<file path="config.mk">
export PLATFORM = sky130hd
export DESIGN_NAME = credit_input_buffer
export DESIGN_NICKNAME = d
export VERILOG_FILES = /design/src/rtl/credit_input_buffer.sv
export SDC_FILE = /design/constraint.sdc
export NUM_CORES = 1
export LEC_CHECK = 0
export ABC_AREA = 1
export BUFFER_PORTS_ARGS = -buffer_cell sky130_fd_sc_hd__buf_2
export CORE_MARGIN = 4
export CORE_UTILIZATION = 60
export DETAILED_ROUTE_END_ITERATION = 10
export HOLD_SLACK_MARGIN = 0.05
export PLACE_DENSITY = 0.77
export SLEW_MARGIN = 20
export SYNTH_ARGS = -nofsm -noshare
export SYNTH_HDL_FRONTEND = slang
export SYNTH_SLANG_ARGS = --single-unit
</file>
<file path="constraint.sdc">
create_clock -name clock -period 4.4 [get_ports clock]
set_clock_uncertainty 0.15 [all_clocks]
set_input_delay 0.66 -clock clock [delete_from_list [all_inputs] [get_ports clock]]
set_output_delay 0.66 -clock clock [all_outputs]
set_load 0.05 [all_outputs]
</file>
<file path="src/rtl/credit_input_buffer.sv">
// Credit-based input buffer: a DEPTH-slot flit FIFO with a packet-forwarding
// FSM that requests a route, forwards header, size and payload flits, and
// returns to IDLE between packets.
module credit_input_buffer #(
    parameter int FLIT_WIDTH = 16,
    parameter int DEPTH      = 4
) (
    input  logic                           clock,
    input  logic                           reset,
    input  logic                           rx,
    input  logic [FLIT_WIDTH-1:0]          data_in,
    output logic                           credit_o,
    output logic                           h,
    input  logic                           ack_h,
    output logic                           data_av,
    output logic [FLIT_WIDTH-1:0]          data,
    input  logic                           data_ack,
    output logic                           sender,
    output logic [$clog2(DEPTH+1)-1:0]     occupancy,
    output logic                           overflow_err
);

    localparam int AW = (DEPTH > 1) ? $clog2(DEPTH) : 1;
    localparam int CW = $clog2(DEPTH + 1);
    localparam logic [CW-1:0] FULL_COUNT = CW'(DEPTH);

    typedef enum logic [2:0] {
        IDLE,
        REQ,
        SEND_HDR,
        SEND_SIZE,
        SEND_PAY
    } state_t;

    state_t                  state;
    logic [FLIT_WIDTH-1:0]   mem [DEPTH];
    logic [AW-1:0]           head;
    logic [AW-1:0]           tail;
    logic [CW-1:0]           count;
    logic [FLIT_WIDTH-1:0]   flit_cnt;
    logic                    push;
    logic                    pop;

    // Flow-control and handshake decode from registered state
    always_comb begin
        credit_o  = (count < FULL_COUNT);
        data_av   = sender && (count != '0);
        push      = rx && credit_o;
        pop       = data_av && data_ack;
        data      = mem[head];
        occupancy = count;
    end

    // Flit storage: write at tail on push
    always_ff @(posedge clock or negedge reset) begin
        if (!reset) begin
            mem <= '{default: '0};
        end else if (push) begin
            mem[tail] <= data_in;
        end
    end

    // Head/tail pointers wrap naturally because DEPTH is a power of two
    always_ff @(posedge clock or negedge reset) begin
        if (!reset) begin
            head <= '0;
            tail <= '0;
        end else begin
            if (push) begin
                tail <= tail + 1'b1;
            end
            if (pop) begin
                head <= head + 1'b1;
            end
        end
    end

    // Occupancy counter: simultaneous push and pop cancel out
    always_ff @(posedge clock or negedge reset) begin
        if (!reset) begin
            count <= '0;
        end else begin
            case ({push, pop})
                2'b10:   count <= count + CW'(1);
                2'b01:   count <= count - CW'(1);
                default: count <= count;
            endcase
        end
    end

    // Sticky overflow flag: set whenever a strobed flit finds no credit
    always_ff @(posedge clock or negedge reset) begin
        if (!reset) begin
            overflow_err <= 1'b0;
        end else if (rx && !credit_o) begin
            overflow_err <= 1'b1;
        end
    end

    // Packet FSM; h and sender are registered alongside the state so they
    // always reflect the state being entered
    always_ff @(posedge clock or negedge reset) begin
        if (!reset) begin
            state    <= IDLE;
            flit_cnt <= '0;
            h        <= 1'b0;
            sender   <= 1'b0;
        end else begin
            case (state)
                IDLE: begin
                    if (count != '0) begin
                        state <= REQ;
                        h     <= 1'b1;
                    end
                end
                REQ: begin
                    if (ack_h) begin
                        state  <= SEND_HDR;
                        h      <= 1'b0;
                        sender <= 1'b1;
                    end
                end
                SEND_HDR: begin
                    if (pop) begin
                        state <= SEND_SIZE;
                    end
                end
                SEND_SIZE: begin
                    if (pop) begin
                        if (data == '0) begin
                            state  <= IDLE;
                            sender <= 1'b0;
                        end else begin
                            flit_cnt <= data;
                            state    <= SEND_PAY;
                        end
                    end
                end
                SEND_PAY: begin
                    if (pop) begin
                        flit_cnt <= flit_cnt - FLIT_WIDTH'(1);
                        if (flit_cnt == FLIT_WIDTH'(1)) begin
                            state  <= IDLE;
                            sender <= 1'b0;
                        end
                    end
                end
                default: begin
                    state    <= IDLE;
                    flit_cnt <= '0;
                    h        <= 1'b0;
                    sender   <= 1'b0;
                end
            endcase
        end
    end

endmodule

</file>
### Yosys cells after proc, flatten, opt, wreduce, memory -nomap -nowiden

Cells that the tools add are included.

| cells by class | value |
|---|---|
| divide/modulo/power cells | 0 |
| bitwise operators | 5 |
| multipliers | 0 |
| shifts and indexed selects | 0 |
| add/sub/neg operators | 5 |
| reductions and logical operators | 17 |
| mux-type cells | 28 |
| equal/unequal tests | 15 |
| order comparisons | 4 |

Operators with widths:

| operator | count |
|---|---|
| 2-to-1 mux 16 bit | 6 |
| bitwise mux 64 bit | 1 |
| case mux 16 bit (3 select lines) | 1 |
| binary-select mux 16 bit (select 2 bit) | 1 |
| demux 16 bit (select 2 bit) | 1 |
| 2-to-1 mux 3 bit | 7 |
| equality test 16 x 1 -> 1 bit (second input constant) | 1 |
| logical NOT 16 bit | 1 |
| inequality test 2 bit (second input constant) | 8 |
| subtractor 16 x 1 -> 16 bit (second input constant) | 1 |
| case mux 3 bit (5 select lines) | 1 |
| AND reduction 6 bit | 2 |
| 2-to-1 mux 1 bit | 7 |
| equality test 3 x 2 -> 1 bit (second input constant) | 2 |
| greater-or-equal comparator 3 bit (second input constant) | 2 |
| NOT 2 -> 3 bit | 2 |
| case mux 3 bit (2 select lines) | 1 |
| OR reduction 3 bit | 2 |
| logical AND 1 bit | 5 |
| adder 2 x 1 -> 2 bit (second input constant) | 2 |
| case mux 1 bit (4 select lines) | 1 |
| AND reduction 4 bit | 1 |
| adder 3 x 1 -> 3 bit (second input constant) | 1 |
| equality test 3 x 1 -> 1 bit (second input constant) | 1 |
| 14 further kinds | 16 |

| word-level totals | value |
|---|---|
| input port bits | 21 |
| memory bits (read-only) | 0 |
| bits in writable memories | 0 |
| flip-flop bits (word level) | 93 |
| output and inout port bits | 24 |
| memories kept | 0 |
| word-level logic and storage cells | 86 |
| bits in latches | 0 |

### Depth between registers and ports, before layout

Gate-level depths: netlist (run 1).

| depth | value |
|---|---|
| depth in word-level cells | 8 |
| depth in mapped cells | 15 |
| gate-level depth less buffers | 12 |

### Worst setup path before layout (run 1)

OpenSTA, ideal clock, no wires.

| timing path | value |
|---|---|
| kind | reg2reg |
| start point | register count[1] (netlist: occupancy[1]) |
| end point | register count[2] (netlist: occupancy[2]) |
| period minus slack after synthesis | 3.054 ns |
| arrival | 2.761 ns |
| buffers on the path | 0 |
| path slack | 1.346 ns |
| cell stages (with the launch flop) | 11 |
| setup time | 0.143 ns |
| required time | 4.107 ns |
| cell sequence | dfrtp_1 -> nor3_1 -> nor2_1 -> nand2_1 -> inv_1 -> ha_1 -> inv_1 -> fa_1 -> a21oi_1 -> o21ai_0 -> xor2_1 |

| on the way | value |
|---|---|
| word-level cells in the longest chain between the ends | 5 |
| elaborated cells between the ends (all ways) | 11 |
| those cells by class | add/sub (2); order compare (1); eq/ne (2); mux (1); reduce/logical (5) |

Ends and longest elaborated chain:

| element | line | RTL |
|---|---|---|
| start, declared | 39 | `logic [CW-1:0] count;` |
| start signal, assigned | 84 | `2'b10: count <= count + CW'(1);` |
| start signal, assigned | 85 | `2'b01: count <= count - CW'(1);` |
| start signal, assigned | 86 | `default: count <= count;` |
| nonzero test 3 bit * | 47 | `data_av = sender && (count != '0);` |
| logical AND 1 bit * | 47 |  |
| via data_av | 15 | `output logic data_av,` |
| logical AND 1 bit * | 49 | `pop = data_av && data_ack;` |
| via pop | 42 | `logic pop;` |
| equality test 2 x 1 -> 1 bit or equality test 2 bit (tied branches) | 83 | `case ({push, pop})` |
| case mux 3 bit (2 select lines) or nonzero test 2 bit (tied branches) | - |  |

The timed path passes the listed nets; every way through them passes the cells marked *.
A chain may end at the register's enable or synchronous reset.

### Worst setup path after layout (run 1)

| timing path | value |
|---|---|
| start point | register head[1] |
| end point | output data[11] |

| on the way | value |
|---|---|
| word-level cells in the longest chain between the ends | 4 |

Ends and longest elaborated chain:

| element | line | RTL |
|---|---|---|
| start, declared | 37 | `logic [AW-1:0] head;` |
| start signal, assigned | 73 | `head <= head + 1'b1;` |
| NOT 2 -> 3 bit (implied by the code) | 50 | `data = mem[head];` |
| binary-select mux 16 bit (select 2 bit) | 50 |  |
| 2-to-1 mux 16 bit (implied by the code) (2 in series) | 50 |  |
| end, declared | 16 | `output logic [FLIT_WIDTH-1:0] data,` |

No other way between the ends. The select of a mux whose other input is x is not followed.

==> impl_metrics.env, run 1 <==
export IMPL_status="completed"
export IMPL_fp_dieW_um=97.7
export IMPL_syn_instance_count=639
export IMPL_ys_flop_type="dfrtp_1"
export IMPL_clockRootBuffer="clkbuf_8"
export IMPL_numCtsBuffers=9
export IMPL_fin_crit_sh=0.664
export IMPL_diodes=0
export IMPL_grt_max_degree=54
export IMPL_vias=4335
export IMPL_holdWs_ns=0.172
export IMPL_yosysTopAreaCell="dfrtp_1"
export IMPL_drv_cap=0
export IMPL_fin_crit_ns=2.92
export IMPL_finish_utilization=0.674
export IMPL_fp_coreArea_mm2=0.00777
export IMPL_worstSkewPairLatency_ns=0.36
export IMPL_fmax_mhz=343
export IMPL_ir_drop_v=0.000220
export IMPL_dpl_hpwl_um=8060
export IMPL_cts_tree="built"
export IMPL_gp_congestion=0.901
export IMPL_boundaryPins=45
export IMPL_synth_edf_count=0
export IMPL_crit_path_top_delay_cell="dfrtp_1"
export IMPL_critPathKind="flip-flop to output pin"
export IMPL_clock_sinks=93
export IMPL_use_met3=0.0395
export IMPL_viasPerCell=5.58
export IMPL_slew_headroom=0.311
export IMPL_cp_end_kind="output pin"
export IMPL_grt_pass1_wl_um=20100
export IMPL_worst_slew_pin_slew_ns=1.03
export IMPL_synth_most_common_cell="nand2_1"
export IMPL_final_setup_tns_ns=0
export IMPL_area_growth_syn_to_layout_pct=8.40
export IMPL_ys_seq_area_frac=0.482
export IMPL_fp_dieH_um=97.7
export IMPL_crit_chain="inv_2 > nand3_1 > nand2_1 > inv_1 > buf_2"
export IMPL_cts_resized=0
export IMPL_wl_per_cell_um=15.2
export IMPL_grt_overflow_total=0
export IMPL_grt_pass1_vias=4131
export IMPL_htree_levels=3
export IMPL_grt_busiest_layer="met2"
export IMPL_maxSlewViolCount=0
export IMPL_wl_um=11800
export IMPL_ys_types=29
export IMPL_final_nets=700
export IMPL_synthTopCellsByArea="dfrtp_1 (48%), nand2_1 (18%), o21ai_0 (8.6%)"
export IMPL_use_met1=0.366
export IMPL_rows=32
export IMPL_slowest_delay_ns=0.79
export IMPL_critPathBufInv=3
export IMPL_first_pass_iters=5
export IMPL_first_iter_violations=316
export IMPL_start_util=0.622
export IMPL_ys_top_cells_by_count="nand2_1 (233), dfrtp_1 (93), o21ai_0 (83)"
export IMPL_syn_avg_cell_area_um2=7.56
export IMPL_io_buffer_count=44
export IMPL_setup_viol=0
export IMPL_clk_pin_slew_ns=0.09
export IMPL_cts_setup_buffers=0
export IMPL_power_density_mw_per_mm2=279
export IMPL_cp_start_kind="flip-flop"
export IMPL_cp_max_fo=18
export IMPL_drive_above_1_share=0.107
export IMPL_yosys_warnings=0
export IMPL_netlist_area_mm2=0.00483
export IMPL_track_usage=0.254
export IMPL_crit_required_ns=3.59
export IMPL_arrival_ns=2.11
export IMPL_crit_family="flip-flops"
export IMPL_hold_path_class="input pin to async pin"
export IMPL_drc=0
export IMPL_antenna_left=0
export IMPL_ys_seq_elements=93
export IMPL_die_area_mm2=0.00955
export IMPL_syn_nets=668
export IMPL_hold_buffers=0
export IMPL_synth_top_area_frac=0.482
export IMPL_use_met2=0.407
export IMPL_antenna_found_initial=0
export IMPL_rsz0062_at_grt="no"
export IMPL_p_leak_nw=2.83
export IMPL_clockBufferDepth=2
export IMPL_hold_violations=0
export IMPL_r2r_setup_slack_ns=1.77
export IMPL_postSynth_asyncResetShare=1.00
==> power breakdown <==
part | internal, W | switching, W | leakage [nW]
Combinational | 0.00000813 | 0.0000254 | 1.46
Sequential | 0.000854 | 0.0000000000000000000203 | 1.26
Clock | 0.000260 | 0.000314 | 0.0992
Total | 0.00112 | 0.000339 | 2.83
==> worst paths after layout <==
| check | cells past startpoint | end | from |
|---|---|---|---|
| hold / removal | 1 | flit_cnt[13] | reset |
| max in group asynchronous | 2 | mem[38] | reset |
| min in group clock | 1 | overflow_err | overflow_err |
| setup / recovery | 5 | data[11] | head[1] |
| hold reg to reg | 1 | overflow_err | overflow_err |
| setup reg to reg | 11 | flit_cnt[3] | head[1] |
==> layout by cell type, fill, tap and decap left out, drive strengths merged <==
cell | netlist | layout
o21ai | 85 | 85
nand2 | 234 | 234
nor4 | 1 | 1
o22ai | 6 | 6
xor2 | 4 | 4
dfrtp | 93 | 93
o32ai | 1 | 1
inv | 63 | 64
nor3 | 5 | 5
nand4 | 16 | 16
buf | 13 | 49
a21o | 1 | 1
ha | 7 | 7
or2 | 2 | 2
a21oi | 7 | 7
nand3 | 50 | 50
bufinv | 0 | 1
fa | 1 | 1
nor2 | 33 | 33
clkinv | 0 | 4
xnor2 | 2 | 2
clkbuf | 15 | 9
==> metrics by stage <==
stage | area, um^2 | worst slack, ns | power [W] | instances
after floorplan | 4830 | 1.35 | 0.000877 | 639
after global placement | 5050 | 1.90 | 0.000905 | 762
after detailed placement | 5050 | 1.81 | 0.000905 | 762
after CTS | 5230 | 1.48 | 0.00146 | 777
after global routing | 5230 | 1.35 | 0.00151 | 777
final | 5230 | 1.48 | 0.00146 | 777
==> state kept, by name (all words and copies together) (netlist names), 2 cells and up <==
| signal | count |
|---|---|
| occupancy | 3 |
| mem | 64 |
| state | 3 |
| tail | 2 |
| flit_cnt | 16 |
| head | 2 |
==> logic make-up after synthesis <==
kind of cell / after synthesis / share of synthesized area
simple gates: 341 / 0.294
compound gates: 100 / 0.107
flops: 93 / 0.482
buf+inv: 91 / 0.0845
fa+ha+maj: 8 / 0.0223
xor+xnor: 6 / 0.0109
==> cell type report <==
class | count | area, um^2
clock buffers | 9 | 124
clock inverters | 6 | 62.6
fillers | 669 | 2530
inverters | 63 | 239
multi-input cells | 455 | 2090
flip-flops and latches | 93 | 2330
well taps | 102 | 128
repair buffers | 49 | 260
==> layer usage <==
metal | up-vias | wire length (um)
met1 | 2066 | 5390
met4 | 0 | 186
met3 | 21 | 599
met2 | 144 | 5600
met5 | - | 0
li1 | 2104 | -
(Power assumes the default switching activity.)
==> run 2, diff against run 1 <==
--- a/config.mk
+++ b/config.mk
@@ -8,10 +8,10 @@
 export ABC_AREA = 1
 export BUFFER_PORTS_ARGS = -buffer_cell sky130_fd_sc_hd__buf_2
 export CORE_MARGIN = 4
-export CORE_UTILIZATION = 60
+export CORE_UTILIZATION = 54
 export DETAILED_ROUTE_END_ITERATION = 10
 export HOLD_SLACK_MARGIN = 0.05
-export PLACE_DENSITY = 0.77
+export PLACE_DENSITY = 0.73
 export SLEW_MARGIN = 20
 export SYNTH_ARGS = -nofsm -noshare
 export SYNTH_HDL_FRONTEND = slang
==> constraint.sdc (replaced) <==
create_clock -name clock -period 2.59 [get_ports clock]
set_clock_uncertainty 0.15 [all_clocks]
set_input_delay 0.3885 -clock clock [delete_from_list [all_inputs] [get_ports clock]]
set_output_delay 0.3885 -clock clock [all_outputs]
set_load 0.05 [all_outputs]
==> run 2 against run 1 <==
Against the previous run: wire length shrank 1.8%; critical path depth grew 1; sequential share of layout area shrank 0.85 points; count of clock-buffer cells in the layout grew 2; critical path type unchanged; largest cell class unchanged.
==> impl_metrics.env, run 2 (same netlist as run 1, synthesis figures left out) <==
export IMPL_io_buffer_count=44
export IMPL_fp_coreArea_mm2=0.00872
export IMPL_cp_end_kind="output pin"
export IMPL_critPathBufInv=3
export IMPL_area_growth_syn_to_layout_pct=10.6
export IMPL_clock_sinks=93
export IMPL_antenna_found_initial=0
export IMPL_worstSkewPairLatency_ns=0.37
export IMPL_first_pass_iters=5
export IMPL_crit_required_ns=2.05
export IMPL_die_area_mm2=0.0105
export IMPL_wl_um=11600
export IMPL_fin_crit_sh=0.885
export IMPL_fin_cells=792
export IMPL_slew_headroom=0.477
export IMPL_antenna_left=0
export IMPL_worst_slew_pin_slew_ns=0.780
export IMPL_gp_congestion=0.875
export IMPL_grt_overflow_total=0
export IMPL_hold_violations=0
export IMPL_rows=34
export IMPL_viasPerCell=5.44
export IMPL_grt_pass1_vias=4066
export IMPL_clockRootBuffer="clkbuf_8"
export IMPL_htree_levels=3
export IMPL_final_nets=708
export IMPL_fp_dieH_um=103
export IMPL_diodes=0
export IMPL_fillerInstances=790
export IMPL_power_density_mw_per_mm2=470
export IMPL_holdPathStages=2
export IMPL_drc=0
export IMPL_p_leak_nw=2.86
export IMPL_critPathKind="flip-flop to output pin"
export IMPL_maxSlewViolCount=0
export IMPL_reg2reg_from="occupancy[0]"
export IMPL_top_register="mem"
export IMPL_worst_r2r_path_depth=8
export IMPL_cts_setup_buffers=0
export IMPL_largest_register_ff_count=64
export IMPL_start_util=0.554
export IMPL_cp_max_fo=34
export IMPL_setup_viol=0
export IMPL_rsz0062_at_grt="no"
export IMPL_fp_dieW_um=103
export IMPL_status="completed"
export IMPL_path_common_cell="nand2_1"
export IMPL_holdWs_ns=0.0879
export IMPL_layout_common_cells="nand2_1 (233), dfrtp_1 (91), o21ai_0 (83)"
export IMPL_dpl_hpwl_um=7930
export IMPL_ir_drop_v=0.000339
export IMPL_crit_path_top_delay_cell="dfrtp_1"
export IMPL_hold_end="overflow_err"
export IMPL_vias=4308
export IMPL_crit_family="buffers and inverters"
export IMPL_clk_pin_slew_ns=0.09
export IMPL_fmax_mhz=436
export IMPL_r2r_end="occupancy[1]"
export IMPL_first_iter_violations=295
export IMPL_hold_buffers=1
export IMPL_final_common_cell="nand2_1"
export IMPL_numCtsBuffers=9
export IMPL_drive_above_1_share=0.120
export IMPL_hold_start="rx"
export IMPL_grt_pass1_wl_um=19800
export IMPL_place_inst=775
export IMPL_fin_crit_ns=2.29
export IMPL_cts_tree="built"
export IMPL_cp_start_kind="flip-flop"
export IMPL_cts_resized=0
export IMPL_arrival_ns=1.75
export IMPL_hold_path_class="input pin to flip-flop"
export IMPL_grt_max_degree=61
export IMPL_track_usage=0.239
export IMPL_drv_cap=0
export IMPL_boundaryPins=45
export IMPL_top_regs="mem (64), flit_cnt (16)"
export IMPL_slowest_delay_ns=0.43
export IMPL_wl_per_cell_um=14.6
export IMPL_final_setup_tns_ns=0
export IMPL_clockBufferDepth=2
export IMPL_r2r_setup_slack_ns=0.43
export IMPL_crit_chain="inv_4 > nand2_1 > nand3_1 > nand2_1 > inv_1 > buf_2"
-- run 2: cell type report --
class	instances	area (um^2)	share of cell area
Clock buffer	11	141	0.0265
Clock inverter	5	60.1	0.0112
Inverter	63	239	0.0447
Multi-Input combinational cell	455	2100	0.393
Sequential cell	93	2330	0.436
Tap cell	108	135	0.0253
Timing Repair Buffer	57	335	0.0628
-- run 2: worst max-delay path by stage --
stage,to,cells after the start,from
4_1_cts,data[15],6,head[0]
6_report,data[8],6,head[0]
3_3_place_gp,occupancy[1],8,occupancy[0]
5_1_grt,data[8],6,head[0]
3_5_place_dp,occupancy[1],8,occupancy[1]
2_1_floorplan,occupancy[2],10,occupancy[2]
-- run 2: layer usage --
| layer | up-vias | part of all wire | GRT usage |
|---|---|---|---|
| met1 | 2041 | 0.44 | 0.326 |
| met2 | 128 | 0.49 | 0.394 |
| met3 | 17 | 0.057 | 0.0359 |
| met5 | - | 0 | 0 |
| li1 | 2122 | - | - |
| met4 | 0 | 0.014 | 0.0807 |
-- run 2: metrics by stage --
stage	setup slack (ns)	util	power, W	area (um^2)
floorplan	0.0175	-	0.00149	4840
global route	0.156	0.612	0.00260	5340
global placement	0.495	0.588	0.00154	5130
finish	0.299	0.612	0.00251	5340
detailed placement	0.433	0.588	0.00154	5130
CTS	0.284	0.612	0.00253	5340
-- run 2: where the power goes --
part / switching [W] / internal (W) / leakage, nW
combinational: 0.0000446 / 0.0000170 / 1.50
sequential: 0.0000000000000000000370 / 0.00145 / 1.26
clock: 0.000525 / 0.000475 / 0.0995
total: 0.000569 / 0.00194 / 2.86
